===== src/rtl/dm_cmd_pkg.sv =====
// Shared definitions for the DataMover MM2S command path: command field layout,
// status bit positions, FSM state encoding and the command packing helper.
package dm_cmd_pkg;

   localparam int BTT_W       = 23;
   localparam int TYPE_BIT    = 23;
   localparam int DSA_LSB     = 24;
   localparam int DSA_W       = 6;
   localparam int EOF_BIT     = 30;
   localparam int DRR_BIT     = 31;
   localparam int ADDR_LSB    = 32;
   localparam int TAG_W       = 4;
   localparam int RSVD_W      = 4;
   localparam int CMD_EXTRA_W = 40;
   localparam int MAX_CMD_W   = 64 + CMD_EXTRA_W;

   localparam int STS_OK_BIT     = 7;
   localparam int STS_SLVERR_BIT = 6;
   localparam int STS_DECERR_BIT = 5;
   localparam int STS_INTERR_BIT = 4;

   localparam logic [0:0] ST_IDLE  = 1'b0;
   localparam logic [0:0] ST_ISSUE = 1'b1;

   // Builds a command for the widest address; callers keep the low addr_w+40 bits.
   function automatic logic [MAX_CMD_W-1:0] pack_mm2s_cmd(
      input logic [TAG_W-1:0] tag,
      input logic [63:0]      addr,
      input int               addr_w,
      input logic             eof,
      input logic [BTT_W-1:0] btt
   );
      logic [MAX_CMD_W-1:0] cmd;
      logic [63:0]          addr_mask;
      cmd                    = '0;
      addr_mask              = (addr_w >= 64) ? '1 : ((64'd1 << addr_w) - 64'd1);
      cmd[BTT_W-1:0]         = btt;
      cmd[TYPE_BIT]          = 1'b1;
      cmd[DSA_LSB +: DSA_W]  = '0;
      cmd[EOF_BIT]           = eof;
      cmd[DRR_BIT]           = 1'b0;
      cmd = cmd | (MAX_CMD_W'(addr & addr_mask) << ADDR_LSB);
      cmd = cmd | (MAX_CMD_W'({{RSVD_W{1'b0}}, tag}) << (ADDR_LSB + addr_w));
      return cmd;
   endfunction

endpackage


===== src/rtl/dm_cmd_credit_ctr.sv =====
// Outstanding-command counter: up on command issue, down on status return,
// never below zero, with a full flag at the configured limit.
module dm_cmd_credit_ctr
   import dm_cmd_pkg::*;
#(
   parameter int MAX_COUNT = 8,
   parameter int CNT_W     = 4
) (
   input  logic clk,
   input  logic reset,
   input  logic inc,
   input  logic dec,
   output logic full
);

   logic [CNT_W-1:0] count_q;
   logic             do_inc;
   logic             do_dec;

   // A status beat with nothing outstanding is dropped rather than wrapping.
   assign do_inc = inc && (count_q != CNT_W'(MAX_COUNT));
   assign do_dec = dec && (count_q != '0);
   assign full   = (count_q == CNT_W'(MAX_COUNT));

   always_ff @(posedge clk) begin
      if (reset) begin
         count_q <= '0;
      end else if (do_inc && !do_dec) begin
         count_q <= count_q + 1'b1;
      end else if (do_dec && !do_inc) begin
         count_q <= count_q - 1'b1;
      end
   end

endmodule


===== src/rtl/dm_read_cmd_splitter.sv =====
// Splits (address, length) read requests into DataMover MM2S commands at MAX_BTT and
// BOUNDARY_BYTES boundaries. Define READ_CMD_CREDIT_EN to add status ports and an issue credit limit.
module dm_read_cmd_splitter
   import dm_cmd_pkg::*;
#(
   parameter int ADDR_W          = 32,
   parameter int LEN_W           = 32,
   parameter int MAX_BTT         = 2048,
   parameter int BOUNDARY_BYTES  = 4096,
   parameter int MAX_OUTSTANDING = 8
) (
   input  logic                     address_in_aclk,
   input  logic                     address_in_areset,
   input  logic [ADDR_W+LEN_W-1:0]  address_in_tdata,
   input  logic                     address_in_tvalid,
   output logic                     address_in_tready,
   output logic [ADDR_W+39:0]       command_out_tdata,
   output logic                     command_out_tvalid,
   input  logic                     command_out_tready
`ifdef READ_CMD_CREDIT_EN
   ,
   input  logic [7:0]               status_in_tdata,
   input  logic                     status_in_tvalid,
   output logic                     status_in_tready,
   output logic                     status_err
`endif
);

   localparam int CMD_W  = ADDR_W + CMD_EXTRA_W;
   localparam int B_MASK = BOUNDARY_BYTES - 1;

   logic [0:0]        state;
   logic [ADDR_W-1:0] addr_q;
   logic [LEN_W-1:0]  rem_q;
   logic [LEN_W-1:0]  chunk_q;
   logic [TAG_W-1:0]  tag_q;
   logic              pend_q;
   logic [CMD_W-1:0]  cmd_q;

   logic [ADDR_W-1:0] req_addr;
   logic [LEN_W-1:0]  req_len;
   logic [LEN_W-1:0]  req_chunk;
   logic [ADDR_W-1:0] addr_nxt;
   logic [LEN_W-1:0]  rem_nxt;
   logic [LEN_W-1:0]  chunk_nxt;
   logic [TAG_W-1:0]  tag_nxt;
   logic [CMD_W-1:0]  cmd_first;
   logic [CMD_W-1:0]  cmd_next;
   logic              req_fire;
   logic              cmd_fire;
   logic              issue_ok;

   // Largest chunk that fits the remaining length, MAX_BTT and the next boundary.
   function automatic logic [LEN_W-1:0] chunk_of(
      input logic [ADDR_W-1:0] a,
      input logic [LEN_W-1:0]  rem
   );
      logic [LEN_W-1:0] to_bound;
      logic [LEN_W-1:0] lim;
      to_bound = LEN_W'(BOUNDARY_BYTES) - LEN_W'(a & ADDR_W'(B_MASK));
      lim      = (to_bound < LEN_W'(MAX_BTT)) ? to_bound : LEN_W'(MAX_BTT);
      return (rem < lim) ? rem : lim;
   endfunction

   assign req_addr  = address_in_tdata[ADDR_W-1:0];
   assign req_len   = address_in_tdata[ADDR_W +: LEN_W];
   assign req_chunk = chunk_of(req_addr, req_len);
   assign addr_nxt  = addr_q + ADDR_W'(chunk_q);
   assign rem_nxt   = rem_q - chunk_q;
   assign chunk_nxt = chunk_of(addr_nxt, rem_nxt);
   assign tag_nxt   = tag_q + 1'b1;

   always_comb begin
      cmd_first = CMD_W'(pack_mm2s_cmd(tag_q, 64'(req_addr), ADDR_W,
                                       req_chunk == req_len, BTT_W'(req_chunk)));
      cmd_next  = CMD_W'(pack_mm2s_cmd(tag_nxt, 64'(addr_nxt), ADDR_W,
                                       chunk_nxt == rem_nxt, BTT_W'(chunk_nxt)));
   end

   assign address_in_tready  = (state == ST_IDLE) && !address_in_areset;
   assign command_out_tvalid = pend_q && issue_ok;
   assign command_out_tdata  = cmd_q;
   assign req_fire           = address_in_tvalid && address_in_tready;
   assign cmd_fire           = command_out_tvalid && command_out_tready;

   // The next command is prepared on each handshake so tdata only changes when consumed.
   always_ff @(posedge address_in_aclk) begin
      if (address_in_areset) begin
         state   <= ST_IDLE;
         addr_q  <= '0;
         rem_q   <= '0;
         chunk_q <= '0;
         tag_q   <= '0;
         pend_q  <= 1'b0;
         cmd_q   <= '0;
      end else begin
         case (state)
            ST_IDLE: begin
               if (req_fire && (req_len != '0)) begin
                  addr_q  <= req_addr;
                  rem_q   <= req_len;
                  chunk_q <= req_chunk;
                  cmd_q   <= cmd_first;
                  pend_q  <= 1'b1;
                  state   <= ST_ISSUE;
               end
            end
            ST_ISSUE: begin
               if (cmd_fire) begin
                  tag_q   <= tag_nxt;
                  addr_q  <= addr_nxt;
                  rem_q   <= rem_nxt;
                  chunk_q <= chunk_nxt;
                  if (rem_nxt == '0) begin
                     pend_q <= 1'b0;
                     state  <= ST_IDLE;
                  end else begin
                     cmd_q  <= cmd_next;
                  end
               end
            end
            default: state <= ST_IDLE;
         endcase
      end
   end

`ifdef READ_CMD_CREDIT_EN
   logic credit_full;
   logic unused_status_bits;

   assign unused_status_bits = ^{status_in_tdata[STS_OK_BIT], status_in_tdata[3:0]};
   assign status_in_tready   = 1'b1;
   assign issue_ok           = !credit_full;

   dm_cmd_credit_ctr #(
      .MAX_COUNT (MAX_OUTSTANDING),
      .CNT_W     (4)
   ) u_credit (
      .clk   (address_in_aclk),
      .reset (address_in_areset),
      .inc   (cmd_fire),
      .dec   (status_in_tvalid),
      .full  (credit_full)
   );

   always_ff @(posedge address_in_aclk) begin
      if (address_in_areset) begin
         status_err <= 1'b0;
      end else if (status_in_tvalid && (status_in_tdata[STS_SLVERR_BIT] ||
                   status_in_tdata[STS_DECERR_BIT] || status_in_tdata[STS_INTERR_BIT])) begin
         status_err <= 1'b1;
      end
   end
`else
   // No issue limit without the credit feature; legal MAX_OUTSTANDING is always positive.
   assign issue_ok = (MAX_OUTSTANDING > 0);
`endif

endmodule

===== config.mk =====
export PLATFORM = sky130hd
export DESIGN_NAME = dm_read_cmd_splitter
export DESIGN_NICKNAME = d
export VERILOG_FILES = /design/src/rtl/dm_cmd_pkg.sv /design/src/rtl/dm_cmd_credit_ctr.sv /design/src/rtl/dm_read_cmd_splitter.sv
export SDC_FILE = /design/constraint.sdc
export NUM_CORES = 1
export LEC_CHECK = 0
export ABC_AREA = 1
export BUFFER_PORTS_ARGS = -buffer_cell sky130_fd_sc_hd__buf_2
export CAP_MARGIN = 20
export CORE_ASPECT_RATIO = 0.8
export CORE_MARGIN = 2
export CORE_UTILIZATION = 35
export CTS_CLUSTER_DIAMETER = 80
export DETAILED_ROUTE_END_ITERATION = 10
export PLACE_DENSITY = 0.57
export SYNTH_ARGS = -nofsm -noshare
export SYNTH_HDL_FRONTEND = slang
export SYNTH_HIERARCHICAL = 1
export SYNTH_SLANG_ARGS = --single-unit

===== constraint.sdc =====
create_clock -name address_in_aclk -period 5.4 [get_ports address_in_aclk]
set_clock_uncertainty 0.15 [all_clocks]
set_input_delay 0 -clock address_in_aclk [delete_from_list [all_inputs] [get_ports address_in_aclk]]
set_output_delay 0 -clock address_in_aclk [all_outputs]
set_load 0.005 [all_outputs]

==> flow_summary_export.csv, run 1 <==
group,metric,value,unit
final_layout,diodes,0,
global_route,use_met1,0.348,
global_route,grt_busiest_layer,"met1",
global_route,grt_max_degree,79,
setup_path,cp-end-kind,"flop",
cts,ctsResizeCount,0,
setup_path,r2r_cells,25,
status,outcome,"finished clean",
global_route,grt_antenna_before_repair,1,
final_layout,final_common_cell,"nand2_1",
setup_path,crit_required,5.64,ns
routing,finalWirelength,40700,um
synth,yosysTopAreaCell,"dfxtp_1",
place,place_area,12800,um^2
routing,vias,12400,
timing,min_period,4.80,ns
synth,syn_avg_cell_area,6.52,um^2
floorplanning,rows,60,
floorplanning,die_h,169,um
timing,slew_headroom,0.342,
setup_path,crit_path_top_delay_cell,"fa_1",
timing,worstMarginPinSlew,0.986,ns
cts,cts.htree.levels,4,
cts,cts.clk_slew.worst_paths,0.08,ns
routing,drt_iter0_drc,994,
timing,fmax,208,MHz
power_and_ir_drop,p_leak,6.87,nW
timing,slew_viol_final,0,
setup_path,cp-start-kind,"flop",
power_and_ir_drop,irDropWorstVdd,227,uV
synth,ys.flop_type,"dfxtp_1",
timing,layout_setup_ws,0.604,ns
timing,finalHoldViolCount,0,
global_route,overflow,0,
final_layout,drive_gt1_frac,0.117,
synth,synth_area_leaders,"dfxtp_1, nand2_1, ha_1",
cts,cts_root_buffer,"clkbuf_16",
routing,ant_nets,0,
floorplanning,die_w,210,um
routing,drc,0,
setup_path,crit_path_max_incr_delay,0.40,ns
global_route,grt_pass1_vias,11200,
cts,clock-sinks,163,
cts,cts_buffers,17,
timing,tns,0,ns
final_layout,fin_area,14100,um^2
setup_path,crit_type,"reg2reg",
floorplanning,dieArea,35400,um^2
routing,drt_first_pass_iters,5,
final_layout,fillCellCount,3608,
synth,yosysSeqAreaShare,0.275,
floorplanning,io_pins,142,
global_route,use_met3,0.0544,
floorplanning,start_util,0.354,
hold_path,holdPathStages,5,
synth,ys_ff_latch,163,
place,dp_hpwl,30800,um
routing,via_per_inst,5.12,
hold_path,holdPathEnd,"command_out_tdata[37]$_SDFFE_PP0P_",
timing,setup_viol_count_final,0,
global_route,use_met2,0.325,
timing,rsz0062_at_grt,"no",
place,place_congestion,0.943,
synth,synth-async-reset-ratio,0,
hold_path,holdCritPathClass,"in2reg",
setup_path,r2r_end,"command_out_tdata[10]$_SDFFE_PP0P_",
place,port_buffers,130,
setup_path,worstReg2RegStart,"chunk_q[0]$_SDFFE_PP0P_",
power_and_ir_drop,p_per_area,334,nW/um^2
final_layout,area_delta_synth_final,18.6,%
global_route,grtUsageTotal,0.230,
hold_path,worstHoldStart,"address_in_tdata[5]",
cts,cts_tree,"done",
routing,wire_per_inst,16.8,um
setup_path,reg2reg_setup_slack,0.60,ns
synth,synth.distinct_cells,56,
place,pre_cts_slack,0.656,ns
synth,synth_cells,1820,
floorplanning,core_area,33500,um^2
setup_path,arrival,5.04,ns
job,drv_cap,0,
final_layout,final_nets,2130,
synth,yosysTopAreaCellShare,0.275,
cts,cts_setup_buffers,0,
timing,period_share,0.888,
cts,cts_buffer_depth,2,
cts,clk_latency,0.46,ns
setup_path,crit_path_max_fanout,44,
synth,synth_edf_count,0,
global_route,grt_pass1_wl,63100,um
final_layout,final_cell_mix,"nand2_1, inv_1, o21ai_0, nor2_1, dfxtp_1",
synth,yosys_warnings,6,
synth,netlist_area,11900,um^2
## layout make-up
cell class / count / area, um^2 / share of cell area
inverter: 231 / 870 / 0.0618
sequential: 163 / 3260 / 0.232
multi-input combinational: 1352 / 7350 / 0.523
timing repair buffer: 208 / 1410 / 0.100
clock buffer: 17 / 425 / 0.0302
tap: 434 / 543 / 0.0386
clock inverter: 15 / 206 / 0.0147
## state kept, by name, indices dropped and copies added, names as in the netlist
signal / cells
tag_q: 4
command_out_tvalid: 1
chunk_q: 32
addr_q: 32
rem_q: 32
state: 1
command_out_tdata: 61
## worst max-delay path by stage
stage / depth (start not counted) / startpoint / slack, ns / to
5_1_grt: 26 / chunk_q[0]$_SDFFE_PP0P_ / 0.02 / command_out_tdata[5]$_SDFFE_PP0P_
3_5_place_dp: 25 / chunk_q[0]$_SDFFE_PP0P_ / 0.66 / command_out_tdata[10]$_SDFFE_PP0P_
3_3_place_gp: 27 / chunk_q[0]$_SDFFE_PP0P_ / 0.84 / command_out_tdata[10]$_SDFFE_PP0P_
6_report: 25 / chunk_q[0]$_SDFFE_PP0P_ / 0.60 / command_out_tdata[10]$_SDFFE_PP0P_
4_1_cts: 25 / chunk_q[0]$_SDFFE_PP0P_ / 0.61 / command_out_tdata[10]$_SDFFE_PP0P_
2_1_floorplan: 30 / chunk_q[0]$_SDFFE_PP0P_ / 1.55 / command_out_tdata[30]$_SDFFE_PP0P_
## metal layers
layer,wire length [um],vias up
li1,-,6332
met4,541,2
met2,16100,348
met1,21300,5671
met5,13,-
met3,2720,35
## critical path: cells and delay by family (launching register included)
family,cells,cell delay [ns]
AO/OA/AOI/OAI,5,1.03
adder cells (fa/ha/maj),3,0.90
buffers and inverters,4,0.44
flip-flops,1,0.37
AND/OR/NAND/NOR,13,1.84
## cells in the mapped netlist, types with 2 or more instances
cell and count:
a21oi_1 147, o211ai_1 13, dfxtp_1 163, a211oi_1 3, o21ai_1 9, o21a_1 3
a211oi_2 3, xnor2_1 12, a21boi_1 3, inv_1 222, nand3_2 4, nand4_1 18
clkbuf_1 52, xor2_1 36, o21ai_0 202, nand2_2 12, nor3_1 37, inv_2 7
ha_1 87, nand3b_1 5, a31oi_1 18, or2_1 3, buf_4 13, buf_1 2
nor4_1 11, a21oi_2 2, o21bai_1 29, fa_1 2, nor2_1 185, buf_6 6
o31ai_1 2, nand3_1 106, nand2_1 358, nor2_2 4, buf_2 10, nand2_4 2
or2_2 8, a21o_1 3
## through the flow
stage	hold WS (ns)	cells	total power, mW	util
CTS	0.0185	2420	4.70	0.420
floorplan	0.0109	1830	2.75	-
global route	0.0554	2420	5.04	0.420
finish	0.0315	2420	4.69	0.420
global placement	0.162	2323	3.33	0.382
detailed placement	0.160	2324	3.33	0.382
## where the power goes
| part | total (mW) | leakage (nW) | switching, mW | internal, mW |
|---|---|---|---|---|
| sequential | 1.41 | 1.34 | 0.0891 | 1.32 |
| clock | 1.32 | 0.309 | 0.610 | 0.712 |
| combinational | 1.97 | 5.23 | 1.28 | 0.688 |
| total | 4.69 | 6.87 | 1.98 | 2.72 |
## repair_timing
action | CTS | global route
hold buffers | 64 | 0
hold endpoints to repair | 104 | 0
setup endpoints to repair | 0 | 0
## cells by family after synthesis
| logic type | count (synthesis) | synth area share |
|---|---|---|
| buffers and inverters | 315 | 0.109 |
| AOI/OAI and AO/OA | 445 | 0.208 |
| DFF | 163 | 0.275 |
| adders and majority gates | 89 | 0.0952 |
| other | 1 | 0.000316 |
| and+or+nand+nor | 758 | 0.276 |
| xor gates and xnor gates | 49 | 0.0368 |
Note: power is estimated with default switching activity, not from simulation.
==> inputs of run 2 (changes only) <==
Settings changed: CORE_UTILIZATION 35 to 60, PLACE_DENSITY 0.57 to 0.86.
==> run 2 against run 1 <==
  * Non-clock buffer count is 6 lower
  * Critical path depth up 3
  * Sequential power about the same
  * Register-to-register slack hardly changed
  * Worst hold slack improved by 0.00079 ns
  * Via count is 4.9% higher
  * Flip-flop and latch count is the same
==> flow_summary_export.csv, run 2 (synthesized netlist as in run 1, its figures left out) <==
group,metric,value,unit
status,outcome,"finished clean",
floorplanning,die_h,130,um
setup_path,cp-end-kind,"flop",
final_layout,drive_gt1_frac,0.115,
routing,ant_nets,0,
final_layout,final_common_cell,"nand2_1",
power_and_ir_drop,cellInternalPower,2.65,mW
global_route,overflow,0,
routing,wire_per_inst,17.2,um
global_route,grt_antenna_before_repair,1,
setup_path,crit_required,5.56,ns
floorplanning,dieArea,20900,um^2
setup_path,r2r_cells,28,
power_and_ir_drop,swShare,0.426,
cts,cts_tree,"done",
cts,cts.clk_slew.worst_paths,0.07,ns
timing,rsz0062_at_grt,"no",
timing,min_period,4.79,ns
timing,worstMarginPinSlew,0.919,ns
floorplanning,die_w,161,um
routing,finalWirelength,38600,um
place,dp_hpwl,28000,um
final_layout,final_util,0.717,
hold_path,holdCritPathClass,"in2reg",
cts,cts_buffer_depth,2,
job,drv_cap,0,
power_and_ir_drop,irDropWorstVdd,203,uV
power_and_ir_drop,p_seq_frac,0.305,
final_layout,final_cell_mix,"nand2_1, inv_1, o21ai_0, nor2_1, dfxtp_1",
cts,clock-sinks,163,
timing,fmax,209,MHz
global_route,grt_pass1_wl,60600,um
final_layout,final_nets,2124,
cts,clk_latency,0.45,ns
routing,drt_first_pass_iters,7,
hold_path,holdPathStages,5,
setup_path,cp_common_cell,"nand2_1",
timing,period_share,0.888,
floorplanning,start_util,0.618,
cts,cts_setup_buffers,0,
cts,cts_buffers,17,
routing,drt_iter0_drc,1677,
timing,slew_headroom,0.383,
routing,vias,13000,
setup_path,crit_type,"reg2reg",
power_and_ir_drop,p_leak,6.83,nW
timing,tns,0,ns
timing,setup_viol_count_final,0,
global_route,grtUsageTotal,0.366,
place,port_buffers,130,
power_and_ir_drop,netSwitchingPower,1.97,mW
routing,via_per_inst,5.80,
cts,cts.htree.levels,4,
floorplanning,core_area,19200,um^2
setup_path,crit_path_max_incr_delay,0.39,ns
final_layout,area_delta_synth_final,16.1,%
global_route,grt_max_degree,78,
routing,drc,0,
floorplanning,io_pins,142,
setup_path,cp-start-kind,"flop",
timing,slew_viol_final,0,
power_and_ir_drop,comb_power_share,0.423,
power_and_ir_drop,p_per_area,335,nW/um^2
final_layout,fillCellCount,1580,
final_layout,largest_reg_flops,61,
cts,cts_root_buffer,"clkbuf_16",
final_layout,diodes,0,
timing,finalHoldViolCount,0,
power_and_ir_drop,pwr-share-clk,0.273,
place,place_congestion,0.978,
floorplanning,rows,45,
setup_path,arrival,4.95,ns
global_route,grt_pass1_vias,11700,
setup_path,crit_path_top_delay_cell,"fa_1",
setup_path,crit_path_max_fanout,44,
==> run 2: power by group through the flow <==
stage | clock, mW | combinational, mW | sequential, mW
2_1_floorplan | 0 | 1.36 | 1.40
3_3_place_gp | 0 | 1.80 | 1.42
3_5_place_dp | 0 | 1.83 | 1.43
4_1_cts | 1.26 | 1.89 | 1.40
5_1_grt | 1.31 | 2.17 | 1.41
6_report | 1.26 | 1.95 | 1.41
==> run 2: worst max-delay path, delay by kind of cell (launching register included) <==
family                   cells  cell delay, ns
AND/OR/NAND/NOR             17            2.11
flip-flops                   1            0.38
buffers and inverters        3            0.40
adder cells (fa/ha/maj)      3            0.81
AO/OA/AOI/OAI                5            0.80
==> run 2: final timing paths <==
kind / endpoint / start / slack [ns]
setup / recovery: command_out_tdata[4]$_SDFFE_PP0P_ / chunk_q[0]$_SDFFE_PP0P_ / 0.61
hold / removal: addr_q[9]$_SDFFE_PP0P_ / address_in_tdata[9] / 0.03
setup reg to reg: command_out_tdata[4]$_SDFFE_PP0P_ / chunk_q[0]$_SDFFE_PP0P_ / 0.61
hold reg to reg: command_out_tdata[18]$_SDFFE_PP0P_ / command_out_tdata[18]$_SDFFE_PP0P_ / 0.29
==> run 2: metrics by stage <==
step	total power [mW]	setup WS [ns]	cell area [um^2]	instances	hold slack, ns
2_1_floorplan	2.75	1.55	11900	1830	0.0109
3_3_place_gp	3.23	0.976	12500	2143	0.155
3_5_place_dp	3.26	0.716	12500	2143	0.159
4_1_cts	4.55	0.684	13800	2238	0.000497
5_1_grt	4.89	0.0617	13800	2238	0.0567
6_report	4.62	0.605	13800	2238	0.0323
==> run 2: area by class of cell <==
type	count	area [um^2]	share of cell area
multi-input cells	1352	7350	0.534
flip-flops and latches	163	3260	0.237
repair buffers	202	1360	0.0989
inverters	231	868	0.0631
clock buffers	18	439	0.0319
well taps	258	323	0.0234
clock inverters	14	163	0.0118
==> run 2: what timing repair did <==
action | CTS | global route
gates resized for setup | 0 | 0
hold buffers | 63 | 0
setup endpoints to repair | 0 | 0
endpoints found under the hold margin | 114 | 0
==> run 2: routing by layer <==
| metal | up-vias | global-route usage | share of wire |
|---|---|---|---|
| li1 | 6300 | - | - |
| met1 | 5836 | 0.519 | 0.43 |
| met2 | 770 | 0.544 | 0.41 |
| met3 | 82 | 0.107 | 0.14 |
| met4 | 2 | 0.105 | 0.025 |
| met5 | - | 0 | 0.00034 |
